File: src/rtl/ghost_position_tracker_if.sv
// Ghost tracker bus: control-side inputs and committed-position outputs.
// Latency: n/a (signal bundle only).
// Backpressure: none; the tracker samples proposals only in its CHECK cycle.
//
// master: ghost control / environment (drives proposals, map, Pac-Man pos)
// slave : ghost_position_tracker (drives x/y, move_tick, blocked, caught)
interface ghost_position_tracker_if;
    logic         run;            // enables the move-tick counter
    logic         respawn;        // one-cycle pulse, return to home tile
    logic [9:0]   next_x;         // proposed x from ghost control
    logic [8:0]   next_y;         // proposed y from ghost control
    logic [767:0] tilemap_walls;  // wall bitmap, bit = row*32 + col
    logic [9:0]   pac_x;          // Pac-Man x
    logic [8:0]   pac_y;          // Pac-Man y
    logic [9:0]   x;              // committed ghost x
    logic [8:0]   y;              // committed ghost y
    logic         move_tick;      // one-cycle pulse at each move start
    logic         blocked;        // last proposal rejected (sticky)
    logic         caught;         // ghost sits on Pac-Man (sticky)

    modport master (
        output run, respawn, next_x, next_y, tilemap_walls, pac_x, pac_y,
        input  x, y, move_tick, blocked, caught
    );

    modport slave (
        input  run, respawn, next_x, next_y, tilemap_walls, pac_x, pac_y,
        output x, y, move_tick, blocked, caught
    );
endinterface

File: src/rtl/ghost_position_tracker.sv
// Ghost position register with move timing, proposal validation and capture.
// Latency: move_tick -> CHECK (same cycle) -> COMMIT -> new x/y visible next cycle.
// Backpressure: none; run=0 freezes the tick counter, an in-flight move completes.
//
// Ports: clk, reset (sync, active-high); bus (slave modport) carries run,
// respawn, next_x/next_y, tilemap_walls, pac_x/pac_y in and x, y,
// move_tick, blocked, caught out.
module ghost_position_tracker #(
    parameter int HOME_X   = 600,
    parameter int HOME_Y   = 160,
    parameter int TICK_DIV = 5000000,
    parameter int SPEED    = 20,
    parameter int BOUND_X0 = 0,
    parameter int BOUND_X1 = 620,
    parameter int BOUND_Y0 = 0,
    parameter int BOUND_Y1 = 460
) (
    input  logic                    clk,
    input  logic                    reset,
    ghost_position_tracker_if.slave bus
);

    localparam int CW = (TICK_DIV > 1) ? $clog2(TICK_DIV) : 1;
    localparam logic signed [10:0] STEP = 11'(SPEED);

    typedef enum logic [1:0] {S_IDLE, S_CHECK, S_COMMIT, S_HALT} state_t;

    state_t        r_state;
    state_t        w_state_nxt;
    logic [CW-1:0] r_cnt;
    logic [9:0]    r_x;
    logic [8:0]    r_y;
    logic [9:0]    r_cand_x;
    logic [8:0]    r_cand_y;
    logic          r_cand_ok;
    logic          r_tick;
    logic          r_blocked;
    logic          r_caught;

    // Constant divide-by-20 as a comparator chain: quotient is the number
    // of tile boundaries at or below v. Covers the full 10-bit range.
    function automatic logic [5:0] div20(input logic [9:0] v);
        logic [5:0] q;
        q = '0;
        for (int k = 1; k < 52; k++) begin
            if (v >= 10'(20 * k)) q = 6'(k);
        end
        return q;
    endfunction

    // ---------------- proposal validation (evaluated on live next_x/y) ----
    logic [5:0]         w_col;
    logic [5:0]         w_row;
    logic [9:0]         w_col_base;
    logic [9:0]         w_row_base;
    logic               w_aligned;
    logic               w_in_bounds;
    logic               w_in_map;
    logic [9:0]         w_idx;
    logic               w_wall;
    logic signed [10:0] w_dx;
    logic signed [10:0] w_dy;
    logic signed [10:0] w_adx;
    logic signed [10:0] w_ady;
    logic               w_step_ok;
    logic               w_cand_ok;
    logic               w_hit;
    logic               w_wrap;

    assign w_col      = div20(bus.next_x);
    assign w_row      = div20({1'b0, bus.next_y});
    assign w_col_base = 10'(w_col) * 10'd20;
    assign w_row_base = 10'(w_row) * 10'd20;
    assign w_aligned  = (bus.next_x == w_col_base) && ({1'b0, bus.next_y} == w_row_base);

    assign w_in_bounds = (int'(bus.next_x) >= BOUND_X0) && (int'(bus.next_x) <= BOUND_X1) &&
                         (int'(bus.next_y) >= BOUND_Y0) && (int'(bus.next_y) <= BOUND_Y1);

    // Tiles outside the 32x24 map are treated as walls so the bitmap is
    // never indexed past its end.
    assign w_in_map = (w_col < 6'd32) && (w_row < 6'd24);
    assign w_idx    = {w_row[4:0], w_col[4:0]};
    assign w_wall   = w_in_map ? bus.tilemap_walls[w_idx] : 1'b1;

    // 11-bit signed differences: 10-bit operands cannot wrap here.
    assign w_dx  = $signed({1'b0, bus.next_x}) - $signed({1'b0, r_x});
    assign w_dy  = $signed({2'b00, bus.next_y}) - $signed({2'b00, r_y});
    assign w_adx = w_dx[10] ? -w_dx : w_dx;
    assign w_ady = w_dy[10] ? -w_dy : w_dy;

    // Stationary, or exactly one SPEED step along a single axis.
    assign w_step_ok = ((w_dx == '0) && (w_dy == '0)) ||
                       ((w_dx == '0) && (w_ady == STEP)) ||
                       ((w_dy == '0) && (w_adx == STEP));

    assign w_cand_ok = w_in_bounds && w_aligned && w_step_ok && !w_wall;

    assign w_hit  = (r_x == bus.pac_x) && (r_y == bus.pac_y);
    assign w_wrap = (r_cnt == CW'(TICK_DIV - 1));

    // ---------------- FSM: state register ----------------
    always_ff @(posedge clk) begin
        if (reset) r_state <= S_IDLE;
        else       r_state <= w_state_nxt;
    end

    // ---------------- FSM: next state ----------------
    always_comb begin
        w_state_nxt = r_state;
        if (bus.respawn) begin
            w_state_nxt = S_IDLE;
        end else begin
            case (r_state)
                S_IDLE: begin
                    if (w_hit)                  w_state_nxt = S_HALT;
                    else if (bus.run && w_wrap) w_state_nxt = S_CHECK;
                end
                S_CHECK:  w_state_nxt = S_COMMIT;
                S_COMMIT: w_state_nxt = w_hit ? S_HALT : S_IDLE;
                S_HALT:   w_state_nxt = S_HALT;
                default:  w_state_nxt = S_IDLE;
            endcase
        end
    end

    // ---------------- FSM: control strobes ----------------
    logic w_cnt_inc;
    logic w_tick_fire;
    logic w_latch;
    logic w_commit;
    logic w_set_caught;

    always_comb begin
        w_cnt_inc    = 1'b0;
        w_tick_fire  = 1'b0;
        w_latch      = 1'b0;
        w_commit     = 1'b0;
        w_set_caught = 1'b0;
        if (!bus.respawn) begin
            case (r_state)
                S_IDLE: begin
                    // Capture wins over a tick due in the same cycle.
                    if (w_hit) begin
                        w_set_caught = 1'b1;
                    end else if (bus.run) begin
                        if (w_wrap) w_tick_fire = 1'b1;
                        else        w_cnt_inc   = 1'b1;
                    end
                end
                S_CHECK:  w_latch = 1'b1;
                S_COMMIT: begin
                    w_commit     = 1'b1;
                    w_set_caught = w_hit;
                end
                default: ;
            endcase
        end
    end

    // ---------------- datapath ----------------
    always_ff @(posedge clk) begin
        if (reset) begin
            r_x       <= 10'(HOME_X);
            r_y       <= 9'(HOME_Y);
            r_cnt     <= '0;
            r_tick    <= 1'b0;
            r_blocked <= 1'b0;
            r_caught  <= 1'b0;
            r_cand_x  <= '0;
            r_cand_y  <= '0;
            r_cand_ok <= 1'b0;
        end else if (bus.respawn) begin
            r_x       <= 10'(HOME_X);
            r_y       <= 9'(HOME_Y);
            r_cnt     <= '0;
            r_tick    <= 1'b0;
            r_blocked <= 1'b0;
            r_caught  <= 1'b0;
        end else begin
            r_tick <= w_tick_fire;
            if (w_tick_fire)    r_cnt <= '0;
            else if (w_cnt_inc) r_cnt <= r_cnt + 1'b1;

            if (w_latch) begin
                r_cand_x  <= bus.next_x;
                r_cand_y  <= bus.next_y;
                r_cand_ok <= w_cand_ok;
            end

            if (w_commit) begin
                if (r_cand_ok) begin
                    r_x       <= r_cand_x;
                    r_y       <= r_cand_y;
                    r_blocked <= 1'b0;
                end else begin
                    r_blocked <= 1'b1;
                end
            end

            if (w_set_caught) r_caught <= 1'b1;
        end
    end

    assign bus.x         = r_x;
    assign bus.y         = r_y;
    assign bus.move_tick = r_tick;
    assign bus.blocked   = r_blocked;
    assign bus.caught    = r_caught;

endmodule

File: src/flat_wrapper.sv
// flat-port wrapper written by rule: the top's interface ports become plain ports
module ghost_position_tracker_flat 
#(
    parameter int HOME_X   = 600,
    parameter int HOME_Y   = 160,
    parameter int TICK_DIV = 5000000,
    parameter int SPEED    = 20,
    parameter int BOUND_X0 = 0,
    parameter int BOUND_X1 = 620,
    parameter int BOUND_Y0 = 0,
    parameter int BOUND_Y1 = 460
)
  (clk, reset, bus_run, bus_respawn, bus_next_x, bus_next_y, bus_tilemap_walls, bus_pac_x, bus_pac_y, bus_x, bus_y, bus_move_tick, bus_blocked, bus_caught);
  ghost_position_tracker_if bus_i ();
  input  logic clk;
  input  logic reset;
  input wire logic [$bits(bus_i.run)-1:0] bus_run;
  input wire logic [$bits(bus_i.respawn)-1:0] bus_respawn;
  input wire logic [$bits(bus_i.next_x)-1:0] bus_next_x;
  input wire logic [$bits(bus_i.next_y)-1:0] bus_next_y;
  input wire logic [$bits(bus_i.tilemap_walls)-1:0] bus_tilemap_walls;
  input wire logic [$bits(bus_i.pac_x)-1:0] bus_pac_x;
  input wire logic [$bits(bus_i.pac_y)-1:0] bus_pac_y;
  output wire logic [$bits(bus_i.x)-1:0] bus_x;
  output wire logic [$bits(bus_i.y)-1:0] bus_y;
  output wire logic [$bits(bus_i.move_tick)-1:0] bus_move_tick;
  output wire logic [$bits(bus_i.blocked)-1:0] bus_blocked;
  output wire logic [$bits(bus_i.caught)-1:0] bus_caught;
  assign bus_i.run = bus_run;
  assign bus_i.respawn = bus_respawn;
  assign bus_i.next_x = bus_next_x;
  assign bus_i.next_y = bus_next_y;
  assign bus_i.tilemap_walls = bus_tilemap_walls;
  assign bus_i.pac_x = bus_pac_x;
  assign bus_i.pac_y = bus_pac_y;
  assign bus_x = bus_i.x;
  assign bus_y = bus_i.y;
  assign bus_move_tick = bus_i.move_tick;
  assign bus_blocked = bus_i.blocked;
  assign bus_caught = bus_i.caught;
  ghost_position_tracker #(.HOME_X(HOME_X), .HOME_Y(HOME_Y), .TICK_DIV(TICK_DIV), .SPEED(SPEED), .BOUND_X0(BOUND_X0), .BOUND_X1(BOUND_X1), .BOUND_Y0(BOUND_Y0), .BOUND_Y1(BOUND_Y1)) u_core (.clk(clk), .reset(reset), .bus(bus_i));
endmodule
File: config.mk
export PLATFORM = sky130hd
export DESIGN_NAME = ghost_position_tracker_flat
export DESIGN_NICKNAME = d
export VERILOG_FILES = /design/src/rtl/ghost_position_tracker_if.sv /design/src/rtl/ghost_position_tracker.sv /design/src/flat_wrapper.sv
export SDC_FILE = /design/constraint.sdc
export NUM_CORES = 1
export LEC_CHECK = 0
export BUFFER_PORTS_ARGS = -buffer_cell sky130_fd_sc_hd__buf_2
export CAP_MARGIN = 30
export CELL_PAD_IN_SITES_DETAIL_PLACEMENT = 0
export CELL_PAD_IN_SITES_GLOBAL_PLACEMENT = 1
export CORE_AREA = 2 2 321 323
export DETAILED_ROUTE_END_ITERATION = 10
export DIE_AREA = 0 0 323 325
export GPL_TIMING_DRIVEN = 0
export PLACE_DENSITY = 0.44
export SLEW_MARGIN = 20
export SYNTH_ARGS = -nofsm -noshare
export SYNTH_HDL_FRONTEND = slang
export SYNTH_SLANG_ARGS = --single-unit
export TNS_END_PERCENT = 20
File: constraint.sdc
create_clock -name clk -period 9.34 [get_ports clk]
set_input_delay 1.401 -clock clk [delete_from_list [all_inputs] [get_ports clk]]
set_output_delay 1.401 -clock clk [all_outputs]
set_load 0.02 [all_outputs]
==> flow_metrics.tcl <==
set metrics [dict create \
    status "finished clean" \
    avgViaCountPerCell 5.296 \
    drt_pre_antenna_iters 5 \
    io_pins 832 \
    drt-met1-wl_mm 73.83 \
    via_count 23770 \
    hold_buffers 0 \
    cp.required_ns 9.61 \
    htreeDepth 3 \
    crit_start "bus_next_x[7]" \
    setup_viol_count_final 0 \
    post_cts_buffers 0 \
    synthSimpleGateAreaFrac 0.3496 \
    rr_startpoint "u_core.bus.x[1]$_SDFFE_PP0P_" \
    min-delay-start "u_core.r_cand_y[0]$_SDFFE_PP0P_" \
    synth-edff-count 0 \
    pwr_density_cell_mw_per_mm2 111.0 \
    synth_top_area_frac 0.09504 \
    r2r_end "u_core.r_cand_ok$_SDFFE_PP0P_" \
    dieArea_mm2 0.1050 \
    synth_compound_area_frac 0.3379 \
    place_area_mm2 0.02022 \
    final_cell_mix "916 x buf_2, 335 x nand2_1, 188 x nor2_1" \
    fin_skew_ns 0.007118 \
    ys_ff_latch 67 \
    async_flop_share 0 \
    synthToLayoutAreaGrowth_pct 46.29 \
    utilization 0.2038 \
    final_net_count 3915 \
    slew_viol_final 0 \
    worst_r2r_path_depth 16 \
    coreArea_mm2 0.1013 \
    n_fill_cell 12020 \
    cp_slowest_stage_delay_ns 0.62 \
    grt_util_all_layers 0.3112 \
    post-route-min-period_ns 8.066 \
    cts_tree "built" \
    dp_worst_setup_slack_ns 0.9216 \
    dpl.hpwl_mm 143.0 \
    clk_latency_ns 0.33 \
    syn_area_mm2 0.01411 \
    rsz0062_at_grt "false" \
    drv_cap 0 \
    routed.top_layer "met5" \
    postSynthAreaPerCell_um2 6.401 \
    clock_sinks 67 \
    wl_per_cell_um 38.30 \
    setup-tns-final_ns 0 \
    hold_viol_final 0 \
    startpoint_type "primary input" \
    layout-drive-gt1-share 0.3392 \
    cp_top_family "buffers and inverters" \
    drtAntennaViolNets 0 \
    wl_mm 171.9 \
    crit_fanout 10 \
    ys_warn_count 0 \
    synth_ff_type "dfxtp_1" \
    grt_max_degree 13 \
    synth_top_family_by_area "simple AND/OR/NAND/NOR gates" \
    io_buffers 831 \
    worstMarginPinSlew_ns 1.132 \
    reg2reg_slack_ns 5.54 \
    worstSetupPathType "in2reg" \
    grt_pass1_vias 23050 \
    finalCritPeriodShare 0.8636 \
    irDropWorstVdd_mv 0.08231 \
    synth-adder-area-share 0.03652 \
    layout_setup_ws_ns 1.274 \
    placementRows 117 \
    worst_ep_arrival_time_ns 8.34 \
    cts.root.buffer_cell "clkbuf_16" \
    yosys.cell_types.count 99 \
    crit_top_cell "buf_2" \
    synth_seq_area_share 0.09504 \
    yosys.area.top_type "dfxtp_1" \
    cpMaxStageDelayCell "buf_2" \
    numCtsBuffers 9 \
    syn_nets 3053 \
    wl_met2_mm 73.64 \
    yosys.area_share.xor_xnor 0.04034 \
    grt_pass1_wl_mm 220.6 \
    final_common_cell "buf_2" \
    clock_path_buffers 2 \
    power.leakage_nw 8.863 \
    gp_congestion 0.9737 \
    muxShareOfSynthArea 0.05044 \
    drc_errors 0 \
    end_kind "flop" \
    crit_buf_inv 9 \
    antenna_found_initial 110 \
    post_cts_resized 0 \
    die_h_um 325 \
    hold_depth 2 \
    timing.fmax_mhz 124.0 \
    initial_core_util 0.1393 \
    ys_top_cells_by_area "dfxtp_1 9.5%, nand2_1 8.9%, or3_1 5.5%, nor2_1 5.2%, a21oi_1 4.9%" \
    clkTransAtPathRegs_ns 0.06 \
    holdPathEnd "u_core.bus.y[0]$_SDFFE_PP0P_" \
    slew_headroom 0.2256 \
    final_cell_area_mm2 0.02065 \
    chipWidth_um 323 \
    synthCells 2205 \
    grt_overflow 0 \
    drt_iter0_drc 2988 \
    dr_wl_met3_mm 19.74 \
    min_path_type "reg2reg" \
    whs_ns 0.4556 \
]
## cells in the mapped netlist (53+ instances only)
cell / n
a21oi_1: 138
buf_2: 79
clkbuf_1: 94
dfxtp_1: 67
inv_1: 65
nand2_1: 335
nand3_1: 56
nor2_1: 194
nor3_1: 81
o21ai_0: 109
o22ai_1: 53
or3_1: 125
## worst reg2reg max path, cell delays in order, from the launching register on
cell and delay [ns]:
dfxtp_1 0.46, inv_1 0.08, ha_1 0.29, nor2b_1 0.12
o21ai_0 0.21, a21boi_0 0.16, o21ai_0 0.23, a21boi_0 0.15
o21ai_0 0.19, nand2b_1 0.11, xor2_1 0.17, or4_1 0.55
nor3_1 0.19, a31oi_1 0.07, nor4_1 0.44, o2111ai_1 0.16
o21ai_1 0.15
## state kept, by name, indices dropped and copies added, names as in the netlist
| signal | count |
|---|---|
| u_core.bus.caught | 1 |
| u_core.r_cand_ok | 1 |
| u_core.r_cand_y | 9 |
| u_core.bus.y | 9 |
| u_core.r_cand_x | 10 |
| u_core.bus.x | 10 |
| u_core.bus.blocked | 1 |
| u_core.r_state | 2 |
| u_core.r_cnt | 23 |
| u_core.bus.move_tick | 1 |
## how the worst max path moves through the flow
stage / slack [ns] / cells after the start / to
after floorplan: 3.68 / 23 / u_core.r_cand_ok$_SDFFE_PP0P_
after global placement: 0.51 / 23 / u_core.r_cand_ok$_SDFFE_PP0P_
after detailed placement: 0.92 / 26 / u_core.r_cand_ok$_SDFFE_PP0P_
after CTS: 1.27 / 26 / u_core.r_cand_ok$_SDFFE_PP0P_
after global routing: 0.99 / 26 / u_core.r_cand_ok$_SDFFE_PP0P_
final: 1.27 / 26 / u_core.r_cand_ok$_SDFFE_PP0P_
## layout make-up
type	instances	area, µm²	share of cell area
clock inverters	7	45.04	0.002182
inverters	69	259.0	0.01254
plain buffers	205	1035	0.05012
multi-input cells	1864	11530	0.5584
flip-flops and latches	67	1341	0.06496
repair buffers	851	4380	0.2122
diodes	48	120.1	0.005817
well taps	1368	1712	0.08290
clock buffers	9	225.2	0.01091
## per-stage QoR
| step | total power (W) | instances |
|---|---|---|
| after floorplan | 0.0009923 | 2205 |
| after global placement | 0.001913 | 4404 |
| after detailed placement | 0.001919 | 4420 |
| after CTS | 0.002239 | 4436 |
| after global routing | 0.002348 | 4471 |
| final | 0.002292 | 4488 |
## routing by layer
| layer | track usage | vias up |
|---|---|---|
| met4 | 0.09141 | 74 |
| met3 | 0.09930 | 280 |
| met5 | 0 | - |
| met1 | 0.4236 | 11600 |
| met2 | 0.4641 | 1699 |
| li1 | - | 10110 |
## where the power goes
| group | internal (W) | leakage, nW | switching, W |
|---|---|---|---|
| logic | 0.000490 | 8.20 | 0.00121 |
| registers | 0.000286 | 0.540 | 0.000000194 |
| clock network | 0.000178 | 0.124 | 0.000131 |
| total | 0.000954 | 8.86 | 0.00134 |
## cell families after synthesis
| family | Yosys count |
|---|---|
| and+or+nand+nor | 1008 |
| AOI/OAI and AO/OA | 688 |
| buffers and inverters | 274 |
| DFF | 67 |
| xor gates and xnor gates | 65 |
| muxes | 64 |
| adders and majority gates | 39 |
No activity file was read; power rests on OpenSTA's default activity.
